===== config.mk =====
export PLATFORM = sky130hd
export DESIGN_NAME = usb_pulpino_mailbox
export DESIGN_NICKNAME = d
export VERILOG_FILES = /design/src/rtl/usb_pulpino_pkg.sv /design/src/rtl/mailbox_fifo.sv /design/src/rtl/usb_pulpino_mailbox.sv
export SDC_FILE = /design/constraint.sdc
export NUM_CORES = 1
export LEC_CHECK = 0
export ABC_AREA = 1
export CAP_MARGIN = 20
export CORE_ASPECT_RATIO = 1.75
export CORE_MARGIN = 2
export CORE_UTILIZATION = 29
export DETAILED_ROUTE_END_ITERATION = 8
export SYNTH_ARGS = -nofsm -noshare
export SYNTH_HDL_FRONTEND = slang
export SYNTH_SLANG_ARGS = --single-unit

===== constraint.sdc =====
create_clock -name clk -period 2.62 [get_ports clk]
set_clock_uncertainty 0.2 [all_clocks]
set_input_delay 0.786 -clock clk [delete_from_list [all_inputs] [get_ports clk]]
set_output_delay 0.786 -clock clk [all_outputs]
set_load 0.05 [all_outputs]

===== src/rtl/usb_pulpino_pkg.sv =====
// usb_pulpino_pkg
// Shared definitions for the USB <-> PULPino GPIO mailbox:
//   - default word width and FIFO depth
//   - state encoding of the host-to-PULPino presentation FSM
package usb_pulpino_pkg;

    localparam int DEFAULT_DATA_WIDTH = 8;
    localparam int DEFAULT_DEPTH      = 4;

    typedef enum logic {
        EMPTY    = 1'b0,   // nothing presented to the PULPino
        WAIT_ACK = 1'b1    // a word is presented, waiting for the ack flicker
    } h2p_state_t;

endpackage


===== src/rtl/mailbox_fifo.sv =====
// mailbox_fifo
// Single-clock first-word-fall-through FIFO used once per mailbox direction.
// A push while full is refused even if a pop happens in the same cycle.
// Ports:
//   clk, rst         clock, asynchronous active-high reset
//   i_push, i_wdata  push strobe and data (ignored while full)
//   i_pop            pop strobe (ignored while empty)
//   o_rdata          head word; holds the last popped word while empty
//   o_full, o_empty  status flags
//   o_count          occupancy, 0..pDEPTH
module mailbox_fifo #(
    parameter int pWIDTH = 8,
    parameter int pDEPTH = 4
) (
    input  logic                       clk,
    input  logic                       rst,
    input  logic                       i_push,
    input  logic [pWIDTH-1:0]          i_wdata,
    input  logic                       i_pop,
    output logic [pWIDTH-1:0]          o_rdata,
    output logic                       o_full,
    output logic                       o_empty,
    output logic [$clog2(pDEPTH):0]    o_count
);

    localparam int AW = $clog2(pDEPTH);
    localparam logic [AW-1:0] PTR_ONE  = AW'(1);
    localparam logic [AW:0]   CNT_ONE  = (AW+1)'(1);
    localparam logic [AW:0]   CNT_FULL = (AW+1)'(pDEPTH);

    logic [pWIDTH-1:0] r_mem [pDEPTH];
    logic [AW-1:0]     r_wr_ptr;
    logic [AW-1:0]     r_rd_ptr;
    logic [AW:0]       r_count;
    logic [pWIDTH-1:0] r_last;
    logic              w_push_ok;
    logic              w_pop_ok;

    assign o_full    = (r_count == CNT_FULL);
    assign o_empty   = (r_count == '0);
    assign o_count   = r_count;
    assign w_push_ok = i_push && !o_full;
    assign w_pop_ok  = i_pop && !o_empty;

    // NOTE: the storage array has no reset; pointers and count define validity,
    // so resetting it would only add a reset net to every bit.
    always_ff @(posedge clk) begin
        if (w_push_ok) begin
            r_mem[r_wr_ptr] <= i_wdata;
        end
    end

    // NOTE: all sequential state uses non-blocking assignments so every
    // register samples pre-edge values regardless of statement order.
    always_ff @(posedge clk or posedge rst) begin
        if (rst) begin
            r_wr_ptr <= '0;
            r_rd_ptr <= '0;
            r_count  <= '0;
            r_last   <= '0;
        end else begin
            // Pointers wrap naturally because the depth is a power of two.
            if (w_push_ok) begin
                r_wr_ptr <= r_wr_ptr + PTR_ONE;
            end
            if (w_pop_ok) begin
                r_rd_ptr <= r_rd_ptr + PTR_ONE;
                r_last   <= r_mem[r_rd_ptr];
            end
            case ({w_push_ok, w_pop_ok})
                2'b10:   r_count <= r_count + CNT_ONE;
                2'b01:   r_count <= r_count - CNT_ONE;
                default: r_count <= r_count;
            endcase
        end
    end

    // Fall-through head; when empty, keep showing the last word read out.
    assign o_rdata = o_empty ? r_last : r_mem[r_rd_ptr];

endmodule


===== src/rtl/usb_pulpino_mailbox.sv =====
// usb_pulpino_mailbox
// Two-direction mailbox between the USB register side and the PULPino GPIOs.
// Both sides share clk; handshakes to the PULPino use toggle ("flicker")
// signals, an event being any change from the previous cycle's value.
// Ports:
//   clk, reset_i                         clock, async active-high reset
//   h2p_wdata/h2p_wr/h2p_full/h2p_count  host push side of the H2P FIFO
//   p2h_rdata/p2h_rd/p2h_valid/p2h_count host pop side of the P2H FIFO
//   pul_h2p_data, pul_h2p_avail_flicker  word presented to PULPino + toggle
//   pul_h2p_ack_flicker                  PULPino consumed-word toggle
//   pul_p2h_data, pul_p2h_write_flicker  PULPino word + new-word toggle
//   pul_p2h_ack_flicker                  toggles per captured word
//   err_clear                            clears sticky flags (set wins)
//   h2p_overflow, p2h_overrun, ack_spurious  sticky error flags
module usb_pulpino_mailbox
    import usb_pulpino_pkg::*;
#(
    parameter int pDATA_WIDTH = DEFAULT_DATA_WIDTH,
    parameter int pDEPTH      = DEFAULT_DEPTH
) (
    input  logic                      clk,
    input  logic                      reset_i,
    input  logic [pDATA_WIDTH-1:0]    h2p_wdata,
    input  logic                      h2p_wr,
    output logic                      h2p_full,
    output logic [$clog2(pDEPTH):0]   h2p_count,
    output logic [pDATA_WIDTH-1:0]    p2h_rdata,
    input  logic                      p2h_rd,
    output logic                      p2h_valid,
    output logic [$clog2(pDEPTH):0]   p2h_count,
    output logic [pDATA_WIDTH-1:0]    pul_h2p_data,
    output logic                      pul_h2p_avail_flicker,
    input  logic                      pul_h2p_ack_flicker,
    input  logic [pDATA_WIDTH-1:0]    pul_p2h_data,
    input  logic                      pul_p2h_write_flicker,
    output logic                      pul_p2h_ack_flicker,
    input  logic                      err_clear,
    output logic                      h2p_overflow,
    output logic                      p2h_overrun,
    output logic                      ack_spurious
);

    h2p_state_t               r_h2p_state;
    h2p_state_t               w_h2p_state_next;
    logic                     r_ack_prev;
    logic                     r_wr_prev;
    logic [pDATA_WIDTH-1:0]   r_pul_h2p_data;
    logic                     r_avail_flk;
    logic                     r_p2h_ack_flk;
    logic                     r_pend_valid;
    logic [pDATA_WIDTH-1:0]   r_pend_data;
    logic                     r_h2p_overflow;
    logic                     r_p2h_overrun;
    logic                     r_ack_spurious;

    logic                     w_ack_evt;
    logic                     w_wr_evt;
    logic                     w_h2p_empty;
    logic [pDATA_WIDTH-1:0]   w_h2p_head;
    logic                     w_h2p_present;
    logic                     w_h2p_pop;
    logic                     w_spurious_evt;
    logic                     w_p2h_full;
    logic                     w_p2h_empty;
    logic                     w_p2h_push;
    logic [pDATA_WIDTH-1:0]   w_p2h_push_data;
    logic                     w_pend_load;
    logic                     w_pend_clear;
    logic                     w_overrun_evt;

    assign w_ack_evt = (pul_h2p_ack_flicker != r_ack_prev);
    assign w_wr_evt  = (pul_p2h_write_flicker != r_wr_prev);

    mailbox_fifo #(.pWIDTH(pDATA_WIDTH), .pDEPTH(pDEPTH)) u_h2p_fifo (
        .clk     (clk),
        .rst     (reset_i),
        .i_push  (h2p_wr),
        .i_wdata (h2p_wdata),
        .i_pop   (w_h2p_pop),
        .o_rdata (w_h2p_head),
        .o_full  (h2p_full),
        .o_empty (w_h2p_empty),
        .o_count (h2p_count)
    );

    mailbox_fifo #(.pWIDTH(pDATA_WIDTH), .pDEPTH(pDEPTH)) u_p2h_fifo (
        .clk     (clk),
        .rst     (reset_i),
        .i_push  (w_p2h_push),
        .i_wdata (w_p2h_push_data),
        .i_pop   (p2h_rd),
        .o_rdata (p2h_rdata),
        .o_full  (w_p2h_full),
        .o_empty (w_p2h_empty),
        .o_count (p2h_count)
    );

    // NOTE: every combinational output gets a default before the case so no
    // path leaves it unassigned and no latch is inferred.
    always_comb begin
        w_h2p_state_next = r_h2p_state;
        w_h2p_present    = 1'b0;
        w_h2p_pop        = 1'b0;
        w_spurious_evt   = 1'b0;
        case (r_h2p_state)
            EMPTY: begin
                // An ack with nothing presented only raises the flag.
                w_spurious_evt = w_ack_evt;
                if (!w_h2p_empty) begin
                    w_h2p_present    = 1'b1;
                    w_h2p_state_next = WAIT_ACK;
                end
            end
            WAIT_ACK: begin
                if (w_ack_evt) begin
                    w_h2p_pop        = 1'b1;
                    w_h2p_state_next = EMPTY;
                end
            end
            default: w_h2p_state_next = EMPTY;
        endcase
    end

    // PULPino-to-host capture. A waiting pending word has priority for the
    // FIFO slot; any write event while it waits is an overrun.
    always_comb begin
        w_p2h_push      = 1'b0;
        w_p2h_push_data = pul_p2h_data;
        w_pend_load     = 1'b0;
        w_pend_clear    = 1'b0;
        w_overrun_evt   = 1'b0;
        if (r_pend_valid) begin
            w_p2h_push_data = r_pend_data;
            w_overrun_evt   = w_wr_evt;
            if (!w_p2h_full) begin
                w_p2h_push   = 1'b1;
                w_pend_clear = 1'b1;
            end
        end else if (w_wr_evt) begin
            if (!w_p2h_full) begin
                w_p2h_push = 1'b1;
            end else begin
                w_pend_load = 1'b1;
            end
        end
    end

    always_ff @(posedge clk or posedge reset_i) begin
        if (reset_i) begin
            r_h2p_state    <= EMPTY;
            r_ack_prev     <= 1'b0;
            r_wr_prev      <= 1'b0;
            r_pul_h2p_data <= '0;
            r_avail_flk    <= 1'b0;
            r_p2h_ack_flk  <= 1'b0;
            r_pend_valid   <= 1'b0;
            r_pend_data    <= '0;
            r_h2p_overflow <= 1'b0;
            r_p2h_overrun  <= 1'b0;
            r_ack_spurious <= 1'b0;
        end else begin
            r_h2p_state <= w_h2p_state_next;
            r_ack_prev  <= pul_h2p_ack_flicker;
            r_wr_prev   <= pul_p2h_write_flicker;

            if (w_h2p_present) begin
                r_pul_h2p_data <= w_h2p_head;
                r_avail_flk    <= ~r_avail_flk;
            end

            // Every word entering the P2H FIFO is acknowledged on that edge.
            if (w_p2h_push) begin
                r_p2h_ack_flk <= ~r_p2h_ack_flk;
            end

            if (w_pend_load) begin
                r_pend_valid <= 1'b1;
                r_pend_data  <= pul_p2h_data;
            end else if (w_pend_clear) begin
                r_pend_valid <= 1'b0;
            end

            // Sticky flags: a new event in the clearing cycle keeps the flag.
            r_h2p_overflow <= (r_h2p_overflow & ~err_clear) | (h2p_wr & h2p_full);
            r_p2h_overrun  <= (r_p2h_overrun  & ~err_clear) | w_overrun_evt;
            r_ack_spurious <= (r_ack_spurious & ~err_clear) | w_spurious_evt;
        end
    end

    assign p2h_valid             = !w_p2h_empty;
    assign pul_h2p_data          = r_pul_h2p_data;
    assign pul_h2p_avail_flicker = r_avail_flk;
    assign pul_p2h_ack_flicker   = r_p2h_ack_flk;
    assign h2p_overflow          = r_h2p_overflow;
    assign p2h_overrun           = r_p2h_overrun;
    assign ack_spurious          = r_ack_spurious;

endmodule

==> key figures <==
Power
  – NetSw: 0.00366 W
  – Clock power share: 16.5%
  – Leak Pwr: 2.96 nW
  – Pwr/cell area: 1360 nW/µm²
  – Sequential share of power: 33.3%
  – Sw Share: 42.6%
  – Logic pwr share: about half
  – P_int: roughly 0.0049 W
  – Final Power: approximately 0.0086 W
  – Max VDD drop: 0.716 mV

Setup path
  – CP Class: reg -> out
  – R2R Path End: u_p2h_fifo.o_count[2]$_DFFE_PP0P_
  – Worst r2r path cells: 10
  – Cell Chain, Critical Path: clkdlybuf4s50_1
  – Largest stage delay, worst path: 830 ps
  – Delay-heaviest family, CP: buffers and inverters
  – RR Startpoint: u_p2h_fifo.o_count[1]$_DFFE_PP0P_
  – Crit path buffers/inverters: 1
  – Setup crit start kind: flip-flop
  – CP max stage cell: clkdlybuf4s50_1
  – Worst Setup End Kind: primary output
  – Req. time, crit path: approximately 1600 ps
  – Crit-path max FO: 3
  – CP startpoint: u_h2p_fifo.o_count[2]$_DFFE_PP0P_
  – Critical path arrival: ~1600 ps
  – R2R Setup Slk: 360 ps

Detailed routing
  – DRT antenna net count: 0
  – # DRC: 0
  – Vias per Instance: 4.27
  – WL/cell: 12.6 µm
  – WL final: between 10000 and 15000 µm
  – DR pass1 iterations: 4
  – DR vias: ~3500
  – Initial DRC Count: 111

Layout
  – Post-route cell area: approximately 6400 µm²
  – Area Growth Syn to Fin: 26.0%
  – # diodes: 0
  – Fraction of layout cells with a size suffix above 1: 14.1%
  – Filler Cells Inserted: 1723
  – Nets: approximately 630

STA
  – Setup Viol. Count Final: 0
  – Max transition margin: 63.1%
  – Tmin final: 2550 ps
  – Max-slew violations: 0
  – Peak Freq: between 300 and 400 MHz
  – Worst-margin pin slew: between 500 and 600 ps
  – Final Hold Fails: 0
  – RSZ-0062 raised after global routing: no
  – Fin crit share: 97.2%
  – Setup TNS: 0 ps

GRT
  – Initial antenna violation count: 0
  – Largest net degree at the start of global routing: 48
  – Overflow after GRT: 0
  – First-pass GRT wire length: 17400 µm
  – All-Layer GR Usage: 12.0%
  – Vias in the first global route: 3642

Place
  – Port bufs: 51
  – Area post-placement: 5990 µm²
  – GP Congestion: 0.784
  – Dpl hpwl: about 7800 µm

Hold path
  – Hold depth: 2
  – Hold Startpoint: pul_h2p_data[3]$_DFFE_PP0P_
  – HP Class: reg -> reg
  – Worst Hold End: pul_h2p_data[3]$_DFFE_PP0P_

Floorplan
  – Initial core utilization: 29.6%
  – Floorplan die width: 104 µm
  – Top Ports: between 50 and 60
  – Die area: approximately 18000 µm²
  – Area of the core: 17000 µm²
  – Height of the die: about 180 µm
  – Num rows: 63

Clock tree
  – CTS tree: built
  – Skew-Pair Late Insertion Delay: 350 ps
  – Reg clk slew, reported paths: 80 ps
  – Clock buffer depth: 2
  – CTS buffer count: 9
  – H-Tree Depth: 3
  – Sink Count: 111
  – Root Buffer: clkbuf_16

Synth
  – Syn_nets: 549
  – Mapped Cells: 514
  – Mapped cell area: around 5000 µm²
  – Netlist cell types: 26
  – Yosys reg bits: approximately 110
  – Area leader, netlist: edfxtp_1
  – Yosys warns: 0
  – Area contributors post-synth: edfxtp_1, dfrtp_1, nand2_1
  – Top cell type's share of synthesized area: 38.1%
  – Avg Cell Area, Syn: 9.81 µm²
  – Sequential area share after synthesis: around 61%

Run
  – Max cap viols: 0

Run status
  – Status: completed
metrics by stage:
step                      util [%]  worst slack (ps)  hold WS, ps  cells
after global routing          37.3              7.20          304    824
after CTS                     37.0              36.0          285    819
final                         37.3              73.6          279    824
after detailed placement      35.2              -322          267    802
after global placement        35.2              -255          262    802
after floorplan                  -              2.19          249    514
cell usage after synthesis:
master / number
buf_6: 6
nor2_1: 9
buf_4: 6
nand3b_1: 2
xnor2_1: 4
xor2_1: 5
ha_1: 10
nor2_8: 1
nand2_4: 4
inv_4: 3
o21ai_2: 1
nand3_1: 54
buf_2: 2
nand3_2: 1
nand4_1: 1
nand2_2: 2
inv_2: 2
nor2_4: 2
fa_1: 2
nand3_4: 1
o21ai_0: 13
o22ai_1: 1
edfxtp_1: 64
inv_1: 70
nand2_1: 201
dfrtp_1: 47
logic make-up (layout without fill, tap and decap cells):
group,Yosys count,in the layout,synth area share [%]
adders and majority gates,12,12,3.28
DFF,111,111,61.5
and+or+nand+nor,278,278,24.0
buffers and inverters,89,172,8.17
AOI/OAI and AO/OA,15,15,1.59
xor gates and xnor gates,9,9,1.56
layout make-up:
| cell class | count | area [µm²] | share of cell area (%) |
|---|---|---|---|
| Clock buffer | 11 | 243 | 3.82 |
| Clock inverter | 5 | 65.1 | 1.02 |
| Inverter | 75 | 289 | 4.55 |
| Multi-Input combinational cell | 314 | 1540 | 24.2 |
| Sequential cell | 111 | 3100 | 48.8 |
| Tap cell | 227 | 284 | 4.47 |
| Timing Repair Buffer | 81 | 833 | 13.1 |
sequential cells by signal, indices dropped and copies added, names as in the netlist, 3 cells and up:
name,flops
r_pend_data,8
u_p2h_fifo.r_last,8
u_h2p_fifo.o_count,3
u_p2h_fifo.o_count,3
u_p2h_fifo.r_mem,32
u_h2p_fifo.r_mem,32
pul_h2p_data,8
power by group through the flow:
stage / Sequential (W) / Clock (W) / Combinational, W
detailed placement: 0.00290 / 0 / 0.00430
global placement: 0.00288 / 0 / 0.00421
floorplan: 0.00326 / 0 / 0.00237
global route: 0.00294 / 0.00152 / 0.00471
finish: 0.00286 / 0.00142 / 0.00433
CTS: 0.00288 / 0.00145 / 0.00433
layout by cell type, fill, tap and decap left out, types with 4 or more instances in the layout:
cell	count
o21ai_0	13
nand3_1	54
buf_4	36
ha_1	9
nand2_1	200
buf_12	11
xor2_1	5
clkbuf_16	9
edfxtp_1	64
nor2_1	9
inv_1	69
nand2_4	4
clkdlybuf4s50_1	33
dfrtp_1	45
xnor2_1	4
worst max path at each step:
stage                                              to  cells past startpoint
floorplan                                p2h_rdata[0]                      5
global placement    u_h2p_fifo.o_count[2]$_DFFE_PP0P_                     11
detailed placement  u_h2p_fifo.o_count[2]$_DFFE_PP0P_                     11
CTS                                      p2h_rdata[7]                      6
global route        u_p2h_fifo.o_count[2]$_DFFE_PP0P_                     11
finish                                   h2p_count[2]                      1
metal layers:
metal  share of wire [%]  up-vias  routed length, µm  track usage, %
met1                  38     1662               3950            11.6
met3                 3.4       21                356            2.48
met4                 2.3        0                236            6.31
li1                    -     1768                  -               -
met2                  56       71               5820            23.8
met5                   0        -                  0               0
repair_timing:
action,in CTS,in global routing
setup buffers,1,5
gates resized for setup,2,3
endpoints found under the setup margin,8,6
hold buffers,0,0
gates cloned,0,0
pin swaps,1,1
Power figures use the tool's default switching activity.
